[config.mk]
export PLATFORM = sky130hd
export DESIGN_NAME = seq_pattern_tx_flat
export DESIGN_NICKNAME = d
export VERILOG_FILES = /design/src/rtl/seq_pattern_tx_if.sv /design/src/rtl/seq_pattern_tx.sv /design/src/flat_wrapper.sv
export SDC_FILE = /design/constraint.sdc
export NUM_CORES = 1
export LEC_CHECK = 0
export BUFFER_PORTS_ARGS = -buffer_cell sky130_fd_sc_hd__buf_2
export CORE_MARGIN = 4
export CORE_UTILIZATION = 29
export DETAILED_ROUTE_END_ITERATION = 8
export GPL_ROUTABILITY_DRIVEN = 1
export SLEW_MARGIN = 20
export SYNTH_ARGS = -nofsm -noshare
export SYNTH_HDL_FRONTEND = slang
export SYNTH_SLANG_ARGS = --single-unit
[constraint.sdc]
create_clock -name clk -period 1.9 [get_ports clk]
set_input_delay 0.19 -clock clk [delete_from_list [all_inputs] [get_ports clk]]
set_output_delay 0.19 -clock clk [all_outputs]
set_load 0.005 [all_outputs]
[src/rtl/seq_pattern_tx_if.sv]
// Request/serial-output bundle for seq_pattern_tx.
// The master drives requests and abort; the slave (the transmitter) drives status and the serial stream.
interface seq_pattern_tx_if #(
  parameter int PAT_W = 5,
  parameter int REP_W = 4,
  parameter int GAP_W = 4
);
  logic             pat_valid;
  logic             pat_ready;
  logic [PAT_W-1:0] pat_data;
  logic [REP_W-1:0] rep_count;
  logic [GAP_W-1:0] gap;
  logic             abort;
  logic             dout;
  logic             dout_valid;
  logic             busy;
  logic             done;

  modport master (
    output pat_valid, pat_data, rep_count, gap, abort,
    input  pat_ready, dout, dout_valid, busy, done
  );

  modport slave (
    input  pat_valid, pat_data, rep_count, gap, abort,
    output pat_ready, dout, dout_valid, busy, done
  );
endinterface

[src/rtl/seq_pattern_tx.sv]
// Serial pattern transmitter: shifts a latched pattern out MSB-first, repeating it
// a programmed number of times with programmable idle gaps between frames.
module seq_pattern_tx #(
  parameter int PAT_W = 5,
  parameter int REP_W = 4,
  parameter int GAP_W = 4
) (
  input  logic               clk,
  input  logic               reset,
  seq_pattern_tx_if.slave    bus
);
  localparam int IDX_W = $clog2(PAT_W);
  localparam logic [IDX_W-1:0] LAST_IDX = IDX_W'(PAT_W - 1);

  typedef enum logic [1:0] {
    S_IDLE  = 2'd0,
    S_SHIFT = 2'd1,
    S_GAP   = 2'd2,
    S_DONE  = 2'd3
  } state_t;

  state_t           state_q, state_d;
  logic [PAT_W-1:0] shift_q, shift_d;
  logic [PAT_W-1:0] pat_q, pat_d;
  logic [REP_W-1:0] rep_q, rep_d;
  logic [GAP_W-1:0] gap_q, gap_d;
  logic [GAP_W-1:0] gap_cnt_q, gap_cnt_d;
  logic [IDX_W-1:0] idx_q, idx_d;

  // State register and datapath flops
  always_ff @(posedge clk or posedge reset) begin
    if (reset) begin
      state_q   <= S_IDLE;
      shift_q   <= '0;
      pat_q     <= '0;
      rep_q     <= '0;
      gap_q     <= '0;
      gap_cnt_q <= '0;
      idx_q     <= '0;
    end else begin
      state_q   <= state_d;
      shift_q   <= shift_d;
      pat_q     <= pat_d;
      rep_q     <= rep_d;
      gap_q     <= gap_d;
      gap_cnt_q <= gap_cnt_d;
      idx_q     <= idx_d;
    end
  end

  // Next-state and datapath update
  always_comb begin
    state_d   = state_q;
    shift_d   = shift_q;
    pat_d     = pat_q;
    rep_d     = rep_q;
    gap_d     = gap_q;
    gap_cnt_d = gap_cnt_q;
    idx_d     = idx_q;

    case (state_q)
      S_IDLE: begin
        if (bus.pat_valid) begin
          state_d = S_SHIFT;
          shift_d = bus.pat_data;
          pat_d   = bus.pat_data;
          rep_d   = (bus.rep_count == '0) ? REP_W'(1) : bus.rep_count;
          gap_d   = bus.gap;
          idx_d   = LAST_IDX;
        end
      end
      S_SHIFT: begin
        shift_d = {shift_q[PAT_W-2:0], 1'b0};
        if (idx_q == '0) begin
          // rep_q never drops below 1, so <= 1 marks the final frame
          if (rep_q <= REP_W'(1)) begin
            state_d = S_DONE;
          end else begin
            rep_d = rep_q - REP_W'(1);
            if (gap_q != '0) begin
              state_d   = S_GAP;
              gap_cnt_d = gap_q;
            end else begin
              shift_d = pat_q;
              idx_d   = LAST_IDX;
            end
          end
        end else begin
          idx_d = idx_q - IDX_W'(1);
        end
      end
      S_GAP: begin
        if (gap_cnt_q <= GAP_W'(1)) begin
          state_d = S_SHIFT;
          shift_d = pat_q;
          idx_d   = LAST_IDX;
        end else begin
          gap_cnt_d = gap_cnt_q - GAP_W'(1);
        end
      end
      S_DONE: begin
        state_d = S_IDLE;
      end
      default: begin
        state_d = S_IDLE;
      end
    endcase

    // Abort overrides everything, including the last-bit transition into DONE
    if (bus.abort && (state_q != S_IDLE)) begin
      state_d = S_IDLE;
    end
  end

  // Outputs decoded from registered state only
  always_comb begin
    bus.pat_ready  = (state_q == S_IDLE);
    bus.busy       = (state_q != S_IDLE);
    bus.dout_valid = (state_q == S_SHIFT);
    bus.dout       = (state_q == S_SHIFT) && shift_q[PAT_W-1];
    bus.done       = (state_q == S_DONE);
  end
endmodule

[src/flat_wrapper.sv]
// flat-port wrapper written by rule: the top's interface ports become plain ports
module seq_pattern_tx_flat 
#(
  parameter int PAT_W = 5,
  parameter int REP_W = 4,
  parameter int GAP_W = 4
)
  (clk, reset, bus_pat_valid, bus_pat_data, bus_rep_count, bus_gap, bus_abort, bus_pat_ready, bus_dout, bus_dout_valid, bus_busy, bus_done);
  seq_pattern_tx_if #(.PAT_W(PAT_W), .REP_W(REP_W), .GAP_W(GAP_W)) bus_i ();
  input  logic clk;
  input  logic reset;
  input wire logic [$bits(bus_i.pat_valid)-1:0] bus_pat_valid;
  input wire logic [$bits(bus_i.pat_data)-1:0] bus_pat_data;
  input wire logic [$bits(bus_i.rep_count)-1:0] bus_rep_count;
  input wire logic [$bits(bus_i.gap)-1:0] bus_gap;
  input wire logic [$bits(bus_i.abort)-1:0] bus_abort;
  output wire logic [$bits(bus_i.pat_ready)-1:0] bus_pat_ready;
  output wire logic [$bits(bus_i.dout)-1:0] bus_dout;
  output wire logic [$bits(bus_i.dout_valid)-1:0] bus_dout_valid;
  output wire logic [$bits(bus_i.busy)-1:0] bus_busy;
  output wire logic [$bits(bus_i.done)-1:0] bus_done;
  assign bus_i.pat_valid = bus_pat_valid;
  assign bus_i.pat_data = bus_pat_data;
  assign bus_i.rep_count = bus_rep_count;
  assign bus_i.gap = bus_gap;
  assign bus_i.abort = bus_abort;
  assign bus_pat_ready = bus_i.pat_ready;
  assign bus_dout = bus_i.dout;
  assign bus_dout_valid = bus_i.dout_valid;
  assign bus_busy = bus_i.busy;
  assign bus_done = bus_i.done;
  seq_pattern_tx #(.PAT_W(PAT_W), .REP_W(REP_W), .GAP_W(GAP_W)) u_core (.clk(clk), .reset(reset), .bus(bus_i));
endmodule
# Yosys cells after proc, flatten, opt, wreduce, memory -nomap -nowiden

Index checks and enable logic that the tools add are counted.

Flip-flop bits (word level): 27
Input bits: 17

Add/sub/neg operators: 3
$lt $le $gt $ge: 2
Equality and inequality tests: 15
Mux-type cells: 29
Reductions and logical operators: 16

Operator list:

| cell                                                  | number |
|---|---|
| 2-to-1 mux 4 bit                                      | 8 |
| 2-to-1 mux 5 bit                                      | 5 |
| one-hot mux 4 bit (2 select lines)                    | 2 |
| 2-to-1 mux 3 bit                                      | 5 |
| one-hot mux 5 bit (3 select lines)                    | 1 |
| 2-to-1 mux 2 bit                                      | 6 |
| AND reduction 5 bit                                   | 2 |
| one-hot mux 3 bit (3 select lines)                    | 1 |
| <= comparator 4 x 1 -> 1 bit, second input constant   | 2 |
| one-hot mux 2 bit (4 select lines)                    | 1 |
| AND reduction 4 bit                                   | 2 |
| subtractor 4 x 1 -> 4 bit, second input constant      | 2 |
| inequality test 2 x 1 -> 1 bit, second input constant | 3 |
| inequality test 2 bit, second input constant          | 3 |
| inequality test 3 x 1 -> 1 bit, second input constant | 2 |
| inequality test 3 bit, second input constant          | 2 |
| nonzero test 2 bit                                    | 3 |
| == test 2 bit, second input constant                  | 2 |
| logical NOT 4 bit                                     | 1 |
| inequality test 4 x 1 -> 1 bit, second input constant | 1 |
| nonzero test 4 bit                                    | 1 |
| logical NOT 3 bit                                     | 1 |
| inequality test 3 x 2 -> 1 bit, second input constant | 1 |
| AND reduction 3 bit                                   | 1 |
| 6 further kinds                                       | 7 |

# Logic depth before layout (Yosys ltp)

Depth in word-level cells: 6
Gate-level depth with buffers: 8

# Worst setup path after synthesis

No wires, ideal clock.

Path kind: register -> register
From: reg u_core.gap_cnt_q[0]
To: reg u_core.state_q[0]
Library setup time: 0.120 ns
Data arrival time: 1.605 ns
Data required time: 1.780 ns
Setup slack: 0.175 ns
Cell stages (with the launch flop): 8
Path buffers: 0
Clock period less this slack: 1.725 ns
Cell sequence: dfrtp_1 > inv_1 > ha_1 > nor2_1 > o31ai_1 > o21ai_0 > or3_1 > and3_1

Cells in the longest elaborated chain, start to end: 3

RTL lines:

| element                                         | RTL line             | source |
|---|---|---|
| start, declared                                 | seq_pattern_tx.sv:27 | `logic [GAP_W-1:0] gap_cnt_q, gap_cnt_d;` |
| start signal, assigned                          | seq_pattern_tx.sv:46 | `gap_cnt_q <= gap_cnt_d;` |
| <= comparator 4 x 1 -> 1 bit                    | seq_pattern_tx.sv:93 | `if (gap_cnt_q <= GAP_W'(1)) begin` |
| inequality test 3 x 1 -> 1 bit (no source line) | -                    |  |
| AND reduction 4 bit (no source line)            | -                    |  |
| end signal, assigned                            | seq_pattern_tx.sv:41 | `state_q <= state_d;` |
| end, declared                                   | seq_pattern_tx.sv:22 | `state_t state_q, state_d;` |

No other way between the ends.
A chain may end at the register's enable or synchronous reset.

# Worst setup path after layout

From: reg u_core.state_q[0]
To: reg u_core.idx_q[2]

Cells in the longest elaborated chain, start to end: 3
Elaborated cells on any way between the ends: 10
Classes of those cells: eq/ne: 6; mux: 1; reduce/logical: 3

RTL lines:

| element                                                        | RTL line             | source |
|---|---|---|
| == test 2 x 1 -> 1 bit (tied with other cells)                 | seq_pattern_tx.sv:61 | `case (state_q)` |
| inequality test 3 bit (no source line) (tied with other cells) | -                    |  |
| AND reduction 5 bit (no source line)                           | -                    |  |
| end signal, assigned                                           | seq_pattern_tx.sv:47 | `idx_q <= idx_d;` |
| end, declared                                                  | seq_pattern_tx.sv:28 | `logic [IDX_W-1:0] idx_q, idx_d;` |

Parallel ways exist; a longest one is shown, timed or not.

==> impl_metrics.yaml <==
status:
  status: "finished clean"
clocking:
  clk_latency_ps: 280
  htreeDepth: 1
  cts_tree: "built"
  root_buffer: "clkbuf_8"
  cts_buffer_depth: 2
  cts-buffers-inserted: 3
  clock_sinks: 27
  clk_pin_slew_ps: 110
floorplan:
  die-area_um2: 6510
  row_count: 26
  io_pins: 22
  dieHeight_um: 80.7
  core-area_um2: 5110
  initial_core_util_pct: 30.0
  die_w_um: 80.7
critical_path:
  reg2reg_depth: 7
  cp_top_family: "simple AND/OR/NAND/NOR gates"
  setup.worst_path.start_class: "register"
  reg2reg_from: "u_core.state_q[0]"
  critical_path_class: "reg -> reg"
  path_buf_inv: 1
  cp_max_fo: 4
  max_stage_delay_ps: 440
  endpoint_kind: "register"
  cp_cell_sequence: "inv_1 > ha_1 > nor2b_1 > nor2_1 > nand2_1 > or3_2 > o2bb2ai_1"
  slowest_stage: "or3_2"
  r2r-end: "u_core.idx_q[2]"
  r2r_slack_ps: 100
  crit_required_ps: 2080
  critPathArrivalTime_ps: 1970
logic_synthesis:
  ys_warn_count: 0
  synth_flop_cell: "dfrtp_1"
  synth_async_sr_flop_share_pct: 100
  syn_inst: 153
  synthDistinctLibCells: 40
  yosys-top-cells-count: "dfrtp_1, nand2_1, inv_1"
  synth.avg_cell_area_um2: 10.0
  ys_seq_area_share_pct: 44.1
  synth_top_area_cell: "dfrtp_1"
  synth.area.top_cells: "dfrtp_1, mux2_2, ha_1"
  ys_ff_latch: 27
  synth-edff-count: 0
  syn_nets: 178
  synth_most_common_cell: "dfrtp_1"
  synth_area_um2: 1530
  synth_top_area_share_pct: 44.1
hold_path:
  min_from: "bus_gap[2]"
  worstHoldEndpoint: "u_core.gap_q[2]"
  min_path_cells: 2
  hp-class: "in -> reg"
final_layout:
  area_growth_pct: 22.6
  final_core_util_pct: 36.8
  n_antenna_cell: 0
  n_fill_cell: 529
  nNetsFinal: 208
  drive_gt1_share_pct: 34.1
job:
  cap_violations: 0
placed_design:
  hpwl_mm: 2.36
  numPortBuffers: 21
  place_congestion: 0.787
grt:
  overflow: 0
  grt_max_degree: 28
  antenna_found_initial: 0
  grt_pass1_vias: 1220
  grt_first_pass_wirelength_mm: 5.68
  track_usage_pct: 11.2
detailed_routing:
  ant_nets: 0
  drtIter0Drc: 47
  via_per_inst: 4.92
  route.vias.total: 1239
  route.detailed.drc: 0
  avgRoutedWirePerCell_um: 13.5
  drt-total-wl_mm: 3.40
  dr.pass1.iters: 4
sta:
  timing.fmax_mhz: 557
  fin_crit_sh_pct: 94.5
  setup_violations: 0
  maxSlewHeadroom_pct: 62.6
  finalMaxSlewViolations: 0
  rsz0062_at_grt: "no"
  fin_crit_ps: 1800
  fin_hold_ws_ps: 127
  worst_slew_pin_slew_ps: 557
  finalClockSkew_ps: 2.34
  final-hold-violation-count: 0
  setup_tns_ps: 0
power_and_ir_drop:
  total_power_uw: 3180
  peakVddDrop_mv: 0.747
  p_leak_uw: 0.000815
  p_per_area_nw_per_um2: 1690
## metal layers
layer | share of wire (%) | global-route usage, % | wire, um | vias to the layer above
met5 | 0 | 0 | 0 | -
met4 | 1.0 | 3.04 | 35 | 0
met3 | 6.8 | 3.03 | 231 | 4
met2 | 44 | 17.2 | 1500 | 36
met1 | 48 | 15.4 | 1630 | 590
li1 | - | - | - | 609
## registers in the layout, summed over array words and instances (netlist names)
register	count
u_core.gap_cnt_q	4
u_core.gap_q	4
u_core.shift_q	5
u_core.pat_q	5
u_core.state_q	2
u_core.idx_q	3
u_core.rep_q	4
## worst max path at each step
stage | startpoint | to | slack, ps | depth (start not counted)
6_report | u_core.state_q[0] | u_core.idx_q[2] | 100 | 7
5_1_grt | u_core.gap_cnt_q[0] | u_core.idx_q[2] | 0.03 | 7
4_1_cts | u_core.rep_q[0] | u_core.shift_q[1] | 1 | 7
3_5_place_dp | u_core.rep_q[0] | u_core.shift_q[1] | 6 | 7
3_3_place_gp | u_core.rep_q[0] | u_core.gap_cnt_q[0] | 30 | 7
2_1_floorplan | u_core.gap_cnt_q[0] | u_core.state_q[0] | 180 | 7
## worst reg2reg max path, cell delays in order, from the launching register on
cell and delay [ps]:
dfrtp_1 400, inv_1 90, ha_1 260, nor2b_1 170
nor2_1 110, nand2_1 80, or3_2 440, o2bb2ai_1 140
## cells in the final DEF, fill, tap and decap left out, types with 2 or more instances in the layout
cell type,netlist,final
a21oi_1,8,7
a21oi_4,1,2
a221oi_1,4,3
buf_2,0,21
buf_4,0,7
clkbuf_8,0,3
dfrtp_1,27,27
ha_1,8,5
ha_2,0,3
inv_1,12,12
mux2_2,9,9
nand2_1,14,14
nand2b_1,2,2
nand3_1,4,4
nor2_1,9,8
nor2b_1,2,2
nor3_1,4,4
o21ai_0,11,9
o21ai_1,1,3
o22a_1,3,3
o31ai_1,6,5
or3_1,2,2
## per-stage QoR
stage | instance area, um^2 | std cells | setup slack (ps)
after floorplan | 1530 | 153 | 175
after global placement | 1760 | 246 | 29.3
after detailed placement | 1760 | 246 | 6.16
after CTS | 1820 | 251 | 1.19
after global routing | 1880 | 252 | 0.0300
final | 1880 | 252 | 104
## power by group
part / internal, uW / total (uW) / switching [uW]
combinational: 796 / 1720 / 921
clock: 155 / 365 / 210
sequential: 863 / 1100 / 240
## what timing repair did
item,CTS,global route
hold buffers,1,0
endpoints found under the hold margin,27,0
buffers inserted,0,1
endpoints found under the setup margin,1,16
pin swaps,1,8
resized for setup,0,15
## area by class of cell
cell class | instances | area (um^2) | area share, %
multi-input combinational | 110 | 853 | 45.4
sequential | 27 | 676 | 36.0
timing repair buffer | 29 | 168 | 8.92
tap | 70 | 87.6 | 4.66
inverter | 12 | 45.0 | 2.40
clock buffer | 3 | 41.3 | 2.20
clock inverter | 1 | 8.76 | 0.466
## cell families (layout without fill, tap and decap cells)
group / Yosys count / count (layout) / share of synthesized area, %
DFF: 27 / 27 / 44.1
muxes: 9 / 9 / 6.61
AOI/OAI and AO/OA: 48 / 48 / 23.2
and+or+nand+nor: 45 / 45 / 15.7
buffers and inverters: 16 / 45 / 3.92
adders and majority gates: 8 / 8 / 6.53
Note: power is estimated with default switching activity, not from simulation.
